==> src/rtl/vga_grid_cursor_ctrl.sv <==
// Grid cursor / mark controller for the VGA game: moves a cursor over a
// GRID_COLS x GRID_ROWS cell grid and emits registered per-pixel colour codes.
module vga_grid_cursor_ctrl #(
    parameter int H_ACTIVE  = 640,
    parameter int V_ACTIVE  = 480,
    parameter int GRID_COLS = 3,
    parameter int GRID_ROWS = 3,
    parameter int COLOR_W   = 3,
    parameter int CNT_W     = 16,
    localparam int COL_W    = (GRID_COLS > 1) ? $clog2(GRID_COLS) : 1,
    localparam int ROW_W    = (GRID_ROWS > 1) ? $clog2(GRID_ROWS) : 1,
    localparam int N_CELLS  = GRID_COLS * GRID_ROWS
) (
    input  logic               clk,
    input  logic               rst,
    input  logic [CNT_W-1:0]   h_count,
    input  logic [CNT_W-1:0]   v_count,
    input  logic               btn_up,
    input  logic               btn_down,
    input  logic               btn_left,
    input  logic               btn_right,
    input  logic               btn_sel,
    output logic [COL_W-1:0]   cursor_col,
    output logic [ROW_W-1:0]   cursor_row,
    output logic [N_CELLS-1:0] mark_mask,
    output logic [COLOR_W-1:0] color_red,
    output logic [COLOR_W-1:0] color_green,
    output logic [COLOR_W-1:0] color_blue
);

    localparam int CELL_W = H_ACTIVE / GRID_COLS;
    localparam int CELL_H = V_ACTIVE / GRID_ROWS;
    localparam logic [COL_W-1:0]   COL_LAST = COL_W'(GRID_COLS - 1);
    localparam logic [ROW_W-1:0]   ROW_LAST = ROW_W'(GRID_ROWS - 1);
    localparam logic [COLOR_W-1:0] C_MAX    = {COLOR_W{1'b1}};

    // Button vector order: {sel, right, left, down, up}
    logic [4:0] btn_now;
    logic [4:0] prev_q;
    logic [4:0] press;

    logic [COL_W-1:0]   col_q, col_d;
    logic [ROW_W-1:0]   row_q, row_d;
    logic [N_CELLS-1:0] mark_q, mark_d;

    logic [COLOR_W-1:0] red_q, red_d;
    logic [COLOR_W-1:0] green_q, green_d;
    logic [COLOR_W-1:0] blue_q, blue_d;

    logic               in_active;
    logic               on_line;
    logic [COL_W-1:0]   pix_col;
    logic [ROW_W-1:0]   pix_row;
    logic               pix_cursor;
    logic               pix_marked;

    assign btn_now = {btn_sel, btn_right, btn_left, btn_down, btn_up};
    assign press   = btn_now & ~prev_q;

    always_comb begin
        col_d  = col_q;
        row_d  = row_q;
        mark_d = mark_q;
        if (press[0]) begin
            row_d = (row_q == '0) ? ROW_LAST : row_q - ROW_W'(1);
        end else if (press[1]) begin
            row_d = (row_q == ROW_LAST) ? '0 : row_q + ROW_W'(1);
        end else if (press[2]) begin
            col_d = (col_q == '0) ? COL_LAST : col_q - COL_W'(1);
        end else if (press[3]) begin
            col_d = (col_q == COL_LAST) ? '0 : col_q + COL_W'(1);
        end
        // Select acts on the cursor as it stood before this cycle's move.
        for (int r = 0; r < GRID_ROWS; r++) begin
            for (int c = 0; c < GRID_COLS; c++) begin
                if (press[4] && row_q == ROW_W'(r) && col_q == COL_W'(c)) begin
                    mark_d[r*GRID_COLS+c] = ~mark_q[r*GRID_COLS+c];
                end
            end
        end
    end

    // Cell lookup by comparing against elaboration-time boundary constants.
    always_comb begin
        in_active = (h_count < CNT_W'(H_ACTIVE)) && (v_count < CNT_W'(V_ACTIVE));
        on_line   = 1'b0;
        pix_col   = '0;
        pix_row   = '0;
        for (int k = 1; k < GRID_COLS; k++) begin
            if (h_count == CNT_W'(k * CELL_W)) on_line = 1'b1;
            if (h_count >  CNT_W'(k * CELL_W)) pix_col = pix_col + COL_W'(1);
        end
        for (int k = 1; k < GRID_ROWS; k++) begin
            if (v_count == CNT_W'(k * CELL_H)) on_line = 1'b1;
            if (v_count >  CNT_W'(k * CELL_H)) pix_row = pix_row + ROW_W'(1);
        end
        pix_cursor = (pix_col == col_q) && (pix_row == row_q);
        pix_marked = 1'b0;
        for (int r = 0; r < GRID_ROWS; r++) begin
            for (int c = 0; c < GRID_COLS; c++) begin
                if (pix_row == ROW_W'(r) && pix_col == COL_W'(c) && mark_q[r*GRID_COLS+c]) begin
                    pix_marked = 1'b1;
                end
            end
        end
    end

    always_comb begin
        red_d   = '0;
        green_d = '0;
        blue_d  = '0;
        if (in_active && !on_line) begin
            if (pix_cursor && pix_marked) begin
                red_d  = C_MAX;
                blue_d = C_MAX;
            end else if (pix_cursor) begin
                red_d = C_MAX;
            end else if (pix_marked) begin
                blue_d = C_MAX;
            end else begin
                red_d   = C_MAX;
                green_d = C_MAX;
                blue_d  = C_MAX;
            end
        end
    end

    // History loads live levels in reset so a held button never counts as a press.
    always_ff @(posedge clk) begin
        prev_q <= btn_now;
        if (rst) begin
            col_q   <= '0;
            row_q   <= '0;
            mark_q  <= '0;
            red_q   <= '0;
            green_q <= '0;
            blue_q  <= '0;
        end else begin
            col_q   <= col_d;
            row_q   <= row_d;
            mark_q  <= mark_d;
            red_q   <= red_d;
            green_q <= green_d;
            blue_q  <= blue_d;
        end
    end

    assign cursor_col  = col_q;
    assign cursor_row  = row_q;
    assign mark_mask   = mark_q;
    assign color_red   = red_q;
    assign color_green = green_q;
    assign color_blue  = blue_q;

endmodule

==> config.mk <==
export PLATFORM = sky130hd
export DESIGN_NAME = vga_grid_cursor_ctrl
export DESIGN_NICKNAME = d
export VERILOG_FILES = /design/src/rtl/vga_grid_cursor_ctrl.sv
export SDC_FILE = /design/constraint.sdc
export NUM_CORES = 1
export LEC_CHECK = 0
export BUFFER_PORTS_ARGS = -buffer_cell sky130_fd_sc_hd__buf_2
export CAP_MARGIN = 20
export CELL_PAD_IN_SITES_DETAIL_PLACEMENT = 1
export CELL_PAD_IN_SITES_GLOBAL_PLACEMENT = 1
export CORE_MARGIN = 4
export CORE_UTILIZATION = 31
export CTS_CLUSTER_SIZE = 30
export DETAILED_ROUTE_END_ITERATION = 7
export GPL_TIMING_DRIVEN = 0
export PLACE_DENSITY = 0.75
export SYNTH_ARGS = -nofsm -noshare
export SYNTH_HDL_FRONTEND = slang
export SYNTH_SLANG_ARGS = --single-unit
==> constraint.sdc <==
create_clock -name clk -period 2.31 [get_ports clk]
set_input_delay 0.231 -clock clk [delete_from_list [all_inputs] [get_ports clk]]
set_output_delay 0.231 -clock clk [all_outputs]
set_load 0.02 [all_outputs]
==> results of run 1 <==
-- state kept, by name (all words and copies together) (netlist names) --
name and count:
prev_q 5, cursor_row 2, color_red 1, color_blue 1
color_green 1, cursor_col 2, mark_mask 9
-- cell usage after synthesis, types with 2 or more instances --
library cell,n,share of area
a211oi_1,5,0.025
a21o_1,2,0.010
a21oi_1,6,0.020
a222oi_1,2,0.014
a22o_1,3,0.018
and3b_1,3,0.018
buf_4,6,0.031
dfxtp_1,21,0.29
ha_1,14,0.12
inv_1,6,0.015
nand2_1,16,0.041
nand2b_1,5,0.021
nand3b_1,2,0.010
nand4_1,3,0.013
nor2_1,15,0.038
nor2b_1,3,0.013
nor3_1,4,0.014
nor4_1,2,0.0085
nor4_4,3,0.043
nor4bb_1,3,0.020
o211ai_1,2,0.010
o21ai_0,4,0.014
xor2_1,13,0.077
-- worst max-delay path by stage --
stage                      startpoint                        to
after floorplan           h_count[13]  color_blue[1]$_SDFF_PP0_
after global placement    h_count[13]  color_blue[1]$_SDFF_PP0_
after detailed placement  h_count[13]  color_blue[1]$_SDFF_PP0_
after CTS                 h_count[10]  color_blue[1]$_SDFF_PP0_
after global routing       v_count[7]  color_blue[1]$_SDFF_PP0_
final                      h_count[2]  color_blue[1]$_SDFF_PP0_
-- cell type report --
cell class / count / area [um^2] / share of cell area
multi-input combinational: 128 / 1030 / 0.522
clock buffer: 4 / 45.0 / 0.0229
tap: 52 / 65.1 / 0.0331
sequential: 21 / 420 / 0.214
timing repair buffer: 65 / 338 / 0.172
buffer: 7 / 48.8 / 0.0248
inverter: 6 / 22.5 / 0.0115
-- worst max-delay path, stage by stage --
cell,delay (ps)
buf_2,120
or3b_2,480
nor2_1,150
o21bai_1,150
ha_4,290
buf_4,130
xor2_1,160
nor4_4,340
and3_4,250
nor3_1,40
-- cells by family after synthesis --
group / count (synthesis) / share of synthesized area
AND/OR/NAND/NOR: 69 / 0.310
AO/OA/AOI/OAI: 31 / 0.154
flip-flops: 21 / 0.285
adder cells (fa/ha/maj): 14 / 0.119
XOR/XNOR: 13 / 0.0773
buffers and inverters: 13 / 0.0484
multiplexers: 1 / 0.00679
-- per-stage QoR --
stage,utilization,worst slack [ps],hold slack [ps],setup TNS [ps],area [um^2]
after CTS,0.426,11.9,70.2,0,1910
after floorplan,-,32.0,259,0,1470
after global placement,0.411,-349,344,-830,1840
after detailed placement,0.411,-429,349,-1010,1840
final,0.440,114,79.2,0,1970
after global routing,0.440,-37.2,72.3,-48.4,1970
-- per-layer routing --
| metal | global-route usage | share of wire | vias to the layer above | routed length [um] |
|---|---|---|---|---|
| li1 | - | - | 715 | - |
| met1 | 0.151 | 0.43 | 680 | 1720 |
| met2 | 0.256 | 0.52 | 31 | 2080 |
| met3 | 0.0316 | 0.045 | 4 | 179 |
| met4 | 0.0163 | 0.0063 | 0 | 25 |
| met5 | 0 | 0 | - | 0 |
-- power breakdown --
part	switching [uW]	total, uW	internal, uW	leakage, uW
clock	120	243	123	0.0000228
combinational	94.3	168	73.4	0.000711
sequential	14.6	391	376	0.000172
-- what timing repair did --
item,4_1_cts,5_1_grt
setup buffers,2,3
pin swaps,2,9
setup endpoints to repair,3,3
endpoints found under the hold margin,0,0
gates resized for setup,1,6
==> results.ini, run 1 <==
[status]
outcome = completed

[yosys]
synth_fp_nets = 215
synth_ff_type = dfxtp_1
syn_area_um2 = 1470
ys_warn_count = 0
seq_area_frac_synth = 0.285
yosys.cell_types.count = 42
synth-edff-count = 0
synthArstFlopShare = 0
synth_seq_cells = 21
synth_cells = 162
syn_area_per_cell_um2 = 9.10

[routing]
viasPerCell = 5.05
drc = 0
drt_first_iter_violations = 90
via_count = 1430
drt_pass1_iterations = 5
ant_nets = 0
totalWireLength_mm = 4.00
wl_per_cell_um = 14.1

[clock_tree]
clk_path_buf_depth = 2
hold_buffers = 0
cts_sinks = 21
worstSkewPairLatency_ps = 260
path_clk_slew_ps = 80
root_buffer = clkbuf_8
h-tree-depth = 1
cts_tree = built
cts_buffers = 3

[sta]
period_needed_ps = 2200
hold_viol = 0
maxSlewViolCount = 0
post-route-period-util = 0.950
max_slew_margin = 0.682
worstMarginPinSlew_ps = 476
fmaxAchievable_mhz = 455
clock_skew_ps = 3.39
setup_viol = 0

[floorplanning]
die_area_um2 = 5920
core_area_um2 = 4470
die_x_um = 77.0
placementRows = 24
io_pins = 61
die_y_um = 77.0
start_util = 0.329

[placement]
io_buffers = 60
gp_congestion = 0.738
dpl.cell_count = 274
dp_hpwl_mm = 3.27

[final_layout]
layout-drive-gt1-share = 0.390
final_common_cell = buf_2
area_growth_pct = 33.4
diodes = 0
final_cell_mix = 60 x buf_2, 21 x dfxtp_1, 15 x nand2_1, 15 x nor2_1
fin_cells = 283
fillers = 551
nets = 285

[setup_path]
regToRegSetupSlack_ps = 860
r2r_cells = 5
r2r_start = mark_mask[2]$_SDFFE_PP0P_
critPathMaxFanout = 4
cp.required_ps = 2460
crit_path_end_kind = flop
worst-setup-path-type = input pin to flop
critPathLaunchType = input pin
crit_arrival_ps = 2340
reg2reg_to = color_blue[1]$_SDFF_PP0_

[worst_hold_path]
hold_class = input pin to flop
hp-start = btn_down
hold_path_end = prev_q[1]$_DFF_P_
min_path_cells = 1

[power]
vdd_drop_max_uv = 391
power-per-cell-area_nw_per_um2 = 407
leakage_uw = 0.000906
finalPower_uw = 801

[run]
maxCapViolations = 0

[global_routing]
grt_pass1_wl_mm = 6.70
grt_pass1_vias = 1537
grt_overflow = 0
grt_max_degree = 12
antenna_found_initial = 0
grt_use_total = 0.133

Note: power is estimated with default switching activity, not from simulation.
==> inputs of run 2 (changes only) <==
--- a/config.mk
+++ b/config.mk
@@ -9,6 +9,7 @@
 export CAP_MARGIN = 20
 export CELL_PAD_IN_SITES_DETAIL_PLACEMENT = 1
 export CELL_PAD_IN_SITES_GLOBAL_PLACEMENT = 1
+export CORE_ASPECT_RATIO = 0.75
 export CORE_MARGIN = 4
 export CORE_UTILIZATION = 31
 export CTS_CLUSTER_SIZE = 30
==> run 2 against run 1 <==
Compared with the run above:
- count of clock-buffer cells in the layout did not move
- sequential share of layout area rose by 0.14 points
- cell area fell by 0.64%
- final cell count rose by 1.4%
- wire length rose by 0.68%
- via count fell by 1.9%
- total power fell by 0.44%
- core utilization fell by 0.71 points
- critical path depth did not move
- largest cell class unchanged
==> results.ini, run 2 (synthesized netlist as in run 1, its figures left out) <==
[floorplanning]
io_pins = 61
placementRows = 21
die_x_um = 87.6
die_area_um2 = 5930
die_y_um = 67.7
core_area_um2 = 4520
start_util = 0.326

[power]
vdd_drop_max_uv = 266
p_sw_uw = 225
intPower_uw = 573
clockPowerShare = 0.300
power-per-cell-area_nw_per_um2 = 408
leakage_uw = 0.000901
finalPower_uw = 798
combPwrFrac = 0.210
p_seq_frac = 0.490
switching_share = 0.282

[clock_tree]
cts_buffers = 3
cts_sinks = 21
clk_path_buf_depth = 2
worstSkewPairLatency_ps = 260
path_clk_slew_ps = 70
root_buffer = clkbuf_8
hold_buffers = 0
cts_tree = built
h-tree-depth = 1

[global_routing]
grt_pass1_wl_mm = 6.13
grt_overflow = 0
grt_use_total = 0.129
grt_max_degree = 12
antenna_found_initial = 0
grt_pass1_vias = 1387

[worst_hold_path]
hold_class = input pin to flop

[final_layout]
multi_input_area_um2 = 1020
diodes = 0
nets = 284
largest_reg_flops = 9
area_growth_pct = 32.6
layout.area.seq_um2 = 420
final_common_cell = buf_2
final_cell_mix = 60 x buf_2, 21 x dfxtp_1, 16 x nand2_1, 14 x nor2_1
layout-drive-gt1-share = 0.387
fillers = 578
fin_util = 0.432

[sta]
max_slew_margin = 0.626
period_needed_ps = 2170
post-route-period-util = 0.940
worstMarginPinSlew_ps = 557
maxSlewViolCount = 0
hold_viol = 0
fmaxAchievable_mhz = 461
setup_viol = 0
clock_skew_ps = 1.31

[setup_path]
crit_path_end_kind = flop
cp_cell_sequence = buf_2 > or3b_2 > nor2_2 > o21bai_1 > ha_4 > a22o_1 > a222oi_1 > buf_4 > and3_2 > nor3_1
worst-setup-path-type = input pin to flop
regToRegSetupSlack_ps = 880
critPathLaunchType = input pin
critPathMaxFanout = 4
cp.required_ps = 2460
critical-path-max-stage-delay_ps = 520
crit_arrival_ps = 2320
slowest_stage = or3b_2

[placement]
dp_hpwl_mm = 3.26
gp_congestion = 0.765
io_buffers = 60

[status]
outcome = completed

[routing]
via_count = 1403
ant_nets = 0
drc = 0
drt_pass1_iterations = 4
wl_per_cell_um = 14.0
viasPerCell = 4.89
totalWireLength_mm = 4.03
drt_first_iter_violations = 31

[run]
maxCapViolations = 0

==> run 2: changes by cell type in the layout (fill, tap and decap cells not counted), sizes merged <==
cell,previous run,this run
buf,71,70
==> run 2: stage by stage <==
stage | hold slack (ps) | std cells | instance area [um^2] | setup TNS, ps | worst slack [ps]
2_1_floorplan | 259 | 162 | 1470 | 0 | 32.0
3_3_place_gp | 347 | 279 | 1850 | -845 | -326
3_5_place_dp | 350 | 279 | 1850 | -869 | -355
4_1_cts | 76.9 | 284 | 1900 | 0 | 5.14
5_1_grt | 82.9 | 287 | 1950 | -16.3 | -16.3
6_report | 81.1 | 287 | 1950 | 0 | 139
==> run 2: layout make-up <==
type,instances,share of cell area
Timing Repair Buffer,64,0.169
Clock buffer,4,0.0230
Sequential cell,21,0.215
Multi-Input combinational cell,128,0.520
Inverter,6,0.0115
Tap cell,57,0.0365
Buffer,7,0.0250
==> run 2: final timing paths <==
check / from / to / depth (start not counted)
setup / recovery: h_count[2] / color_blue[1]$_SDFF_PP0_ / 10
setup reg to reg: cursor_row[0]$_SDFFE_PP0N_ / mark_mask[1]$_SDFFE_PP0P_ / 6
hold reg to reg: mark_mask[3]$_SDFFE_PP0P_ / mark_mask[3]$_SDFFE_PP0P_ / 2
hold / removal: btn_down / prev_q[1]$_DFF_P_ / 1
==> run 2: critical path, delay by kind of cell <==
kind / cells / cell delay (ps)
AOI/OAI and AO/OA: 3 / 640
buffers and inverters: 2 / 300
and+or+nand+nor: 4 / 860
adders and majority gates: 1 / 290
==> run 2: power by group through the flow <==
stage	combinational (uW)	clock, uW	sequential, uW
final	167	239	391
after global routing	185	264	394
after CTS	165	250	391
after detailed placement	162	0	400
after global placement	158	0	400
after floorplan	73.1	0	408
==> run 2: routing by layer <==
layer	vias to the layer above	global-route usage	wire length (um)
met5	-	0	0
met4	0	0.00575	0
met3	0	0.0415	304
met2	37	0.190	1680
met1	654	0.191	2040
li1	712	-	-
==> run 2: what timing repair did <==
item                                    in CTS  in global routing
resized for setup                            1                  4
endpoints found under the setup margin       1                  3
buffers inserted                             1                  3
pin swaps                                    2                  7
==> inputs of run 3 (changes only) <==
--- a/config.mk
+++ b/config.mk
@@ -10,7 +10,7 @@
 export CELL_PAD_IN_SITES_DETAIL_PLACEMENT = 1
 export CELL_PAD_IN_SITES_GLOBAL_PLACEMENT = 1
 export CORE_ASPECT_RATIO = 0.75
-export CORE_MARGIN = 4
+export CORE_MARGIN = 8
 export CORE_UTILIZATION = 31
 export CTS_CLUSTER_SIZE = 30
 export DETAILED_ROUTE_END_ITERATION = 7
==> run 3 against run 2 <==
Compared with the run above:
- wire length up 6.7%
- count of clock-buffer cells in the layout down 1
- non-clock buffer count down 1
- combinational power about the same
==> results.ini, run 3 (synthesized netlist as in run 1, its figures left out) <==
[routing]
drc = 0
totalWireLength_mm = 4.29
drt_first_iter_violations = 39
wl_per_cell_um = 15.0
via_count = 1380
ant_nets = 0
viasPerCell = 4.83
drt_pass1_iterations = 4

[final_layout]
area_growth_pct = 32.1
diodes = 0
multi_input_area_um2 = 1010
nets = 283
layout-drive-gt1-share = 0.389
layout.area.seq_um2 = 420
final_cell_mix = 60 x buf_2, 21 x dfxtp_1, 15 x nand2_1, 15 x nor2_1
final_common_cell = buf_2
largest_reg_flops = 9
fillers = 556

[sta]
max_slew_margin = 0.595
finalWorstSetupSlack_ps = 115
period_needed_ps = 2190
fmaxAchievable_mhz = 456
worstMarginPinSlew_ps = 604
clock_skew_ps = 5.63
hold_viol = 0
maxSlewViolCount = 0
post-route-period-util = 0.950
holdWs_ps = 76.7
setup_viol = 0

[placement]
io_buffers = 60
gp_congestion = 0.749
dp_slack_ps = -353
dp_hpwl_mm = 3.59

[run]
maxCapViolations = 0

[setup_path]
critPathLaunchType = input pin
crit_path_end = color_blue[1]$_SDFF_PP0_
cp.required_ps = 2460
worst-setup-path-type = input pin to flop
crit_path_end_kind = flop
critPathMaxFanout = 4
r2r_cells = 6
critical_path.startpoint = h_count[2]
crit_arrival_ps = 2350
reg2reg_to = mark_mask[1]$_SDFFE_PP0P_
regToRegSetupSlack_ps = 890
r2r_start = cursor_row[0]$_SDFFE_PP0N_

[floorplanning]
start_util = 0.326
placementRows = 21
die_area_um2 = 7240
die_y_um = 75.7
io_pins = 61
die_x_um = 95.6
core_area_um2 = 4520

[worst_hold_path]
hold_class = input pin to flop

[clock_tree]
h-tree-depth = 1
cts_buffers = 3
worstSkewPairLatency_ps = 270
path_clk_slew_ps = 70
cts_tree = built
cts_sinks = 21
clk_path_buf_depth = 2
root_buffer = clkbuf_8

[global_routing]
antenna_found_initial = 0
grt_pass1_wl_mm = 6.62
grt_max_degree = 13
grt_overflow = 0
grt_use_total = 0.115
grt_pass1_vias = 1455

[power]
power-per-cell-area_nw_per_um2 = 412
leakage_uw = 0.000899
vdd_drop_max_uv = 293

[status]
outcome = completed

[run 3: report_power, final]
part	internal [uW]	leakage (uW)	total [uW]	switching, uW
registers	376	0.000172	391	15.4
clock network	120	0.0000255	245	125
logic	72.6	0.000702	166	93.6
[run 3: what timing repair did]
item	in CTS	in global routing
hold buffers	0	0
pin swaps	1	2
setup buffers	1	2
endpoints found under the setup margin	3	3
resized for setup	1	4
hold endpoints to repair	0	0
[run 3: worst min-delay path by stage]
stage | end | start | cells after the start
6_report | prev_q[1]$_DFF_P_ | btn_down | 1
3_3_place_gp | prev_q[1]$_DFF_P_ | btn_down | 1
5_1_grt | prev_q[1]$_DFF_P_ | btn_down | 1
4_1_cts | prev_q[1]$_DFF_P_ | btn_down | 1
2_1_floorplan | prev_q[0]$_DFF_P_ | btn_up | 0
3_5_place_dp | prev_q[1]$_DFF_P_ | btn_down | 1
[run 3: area by class of cell]
cell class / count / share of cell area
repair buffers: 63 / 0.166
clock inverters: 1 / 0.00257
multi-input cells: 128 / 0.521
clock buffers: 3 / 0.0212
inverters: 6 / 0.0116
plain buffers: 7 / 0.0251
flip-flops and latches: 21 / 0.216
well taps: 57 / 0.0366
[run 3: metrics by stage]
step	utilization	total power (uW)	area (um^2)	std cells	TNS [ps]
6_report	0.431	803	1950	286	0
5_1_grt	0.431	852	1950	286	-43.2
4_1_cts	0.422	814	1910	284	0
3_5_place_dp	0.408	563	1850	279	-927
3_3_place_gp	0.408	558	1850	279	-812
2_1_floorplan	-	481	1470	162	0
[run 3: per-layer routing]
layer | global-route usage | up-vias | wire (um)
met2 | 0.178 | 30 | 1930
met4 | 0.0255 | 0 | 24
met3 | 0.0344 | 2 | 301
li1 | - | 711 | -
met5 | 0 | - | 0
met1 | 0.154 | 637 | 2040
[run 3: critical path, stage by stage]
cell	delay (ps)
buf_2	120
or3b_2	510
nor2_1	170
o21bai_1	150
ha_4	260
a22o_1	230
a222oi_1	300
buf_4	170
and3_2	160
nor3_1	40
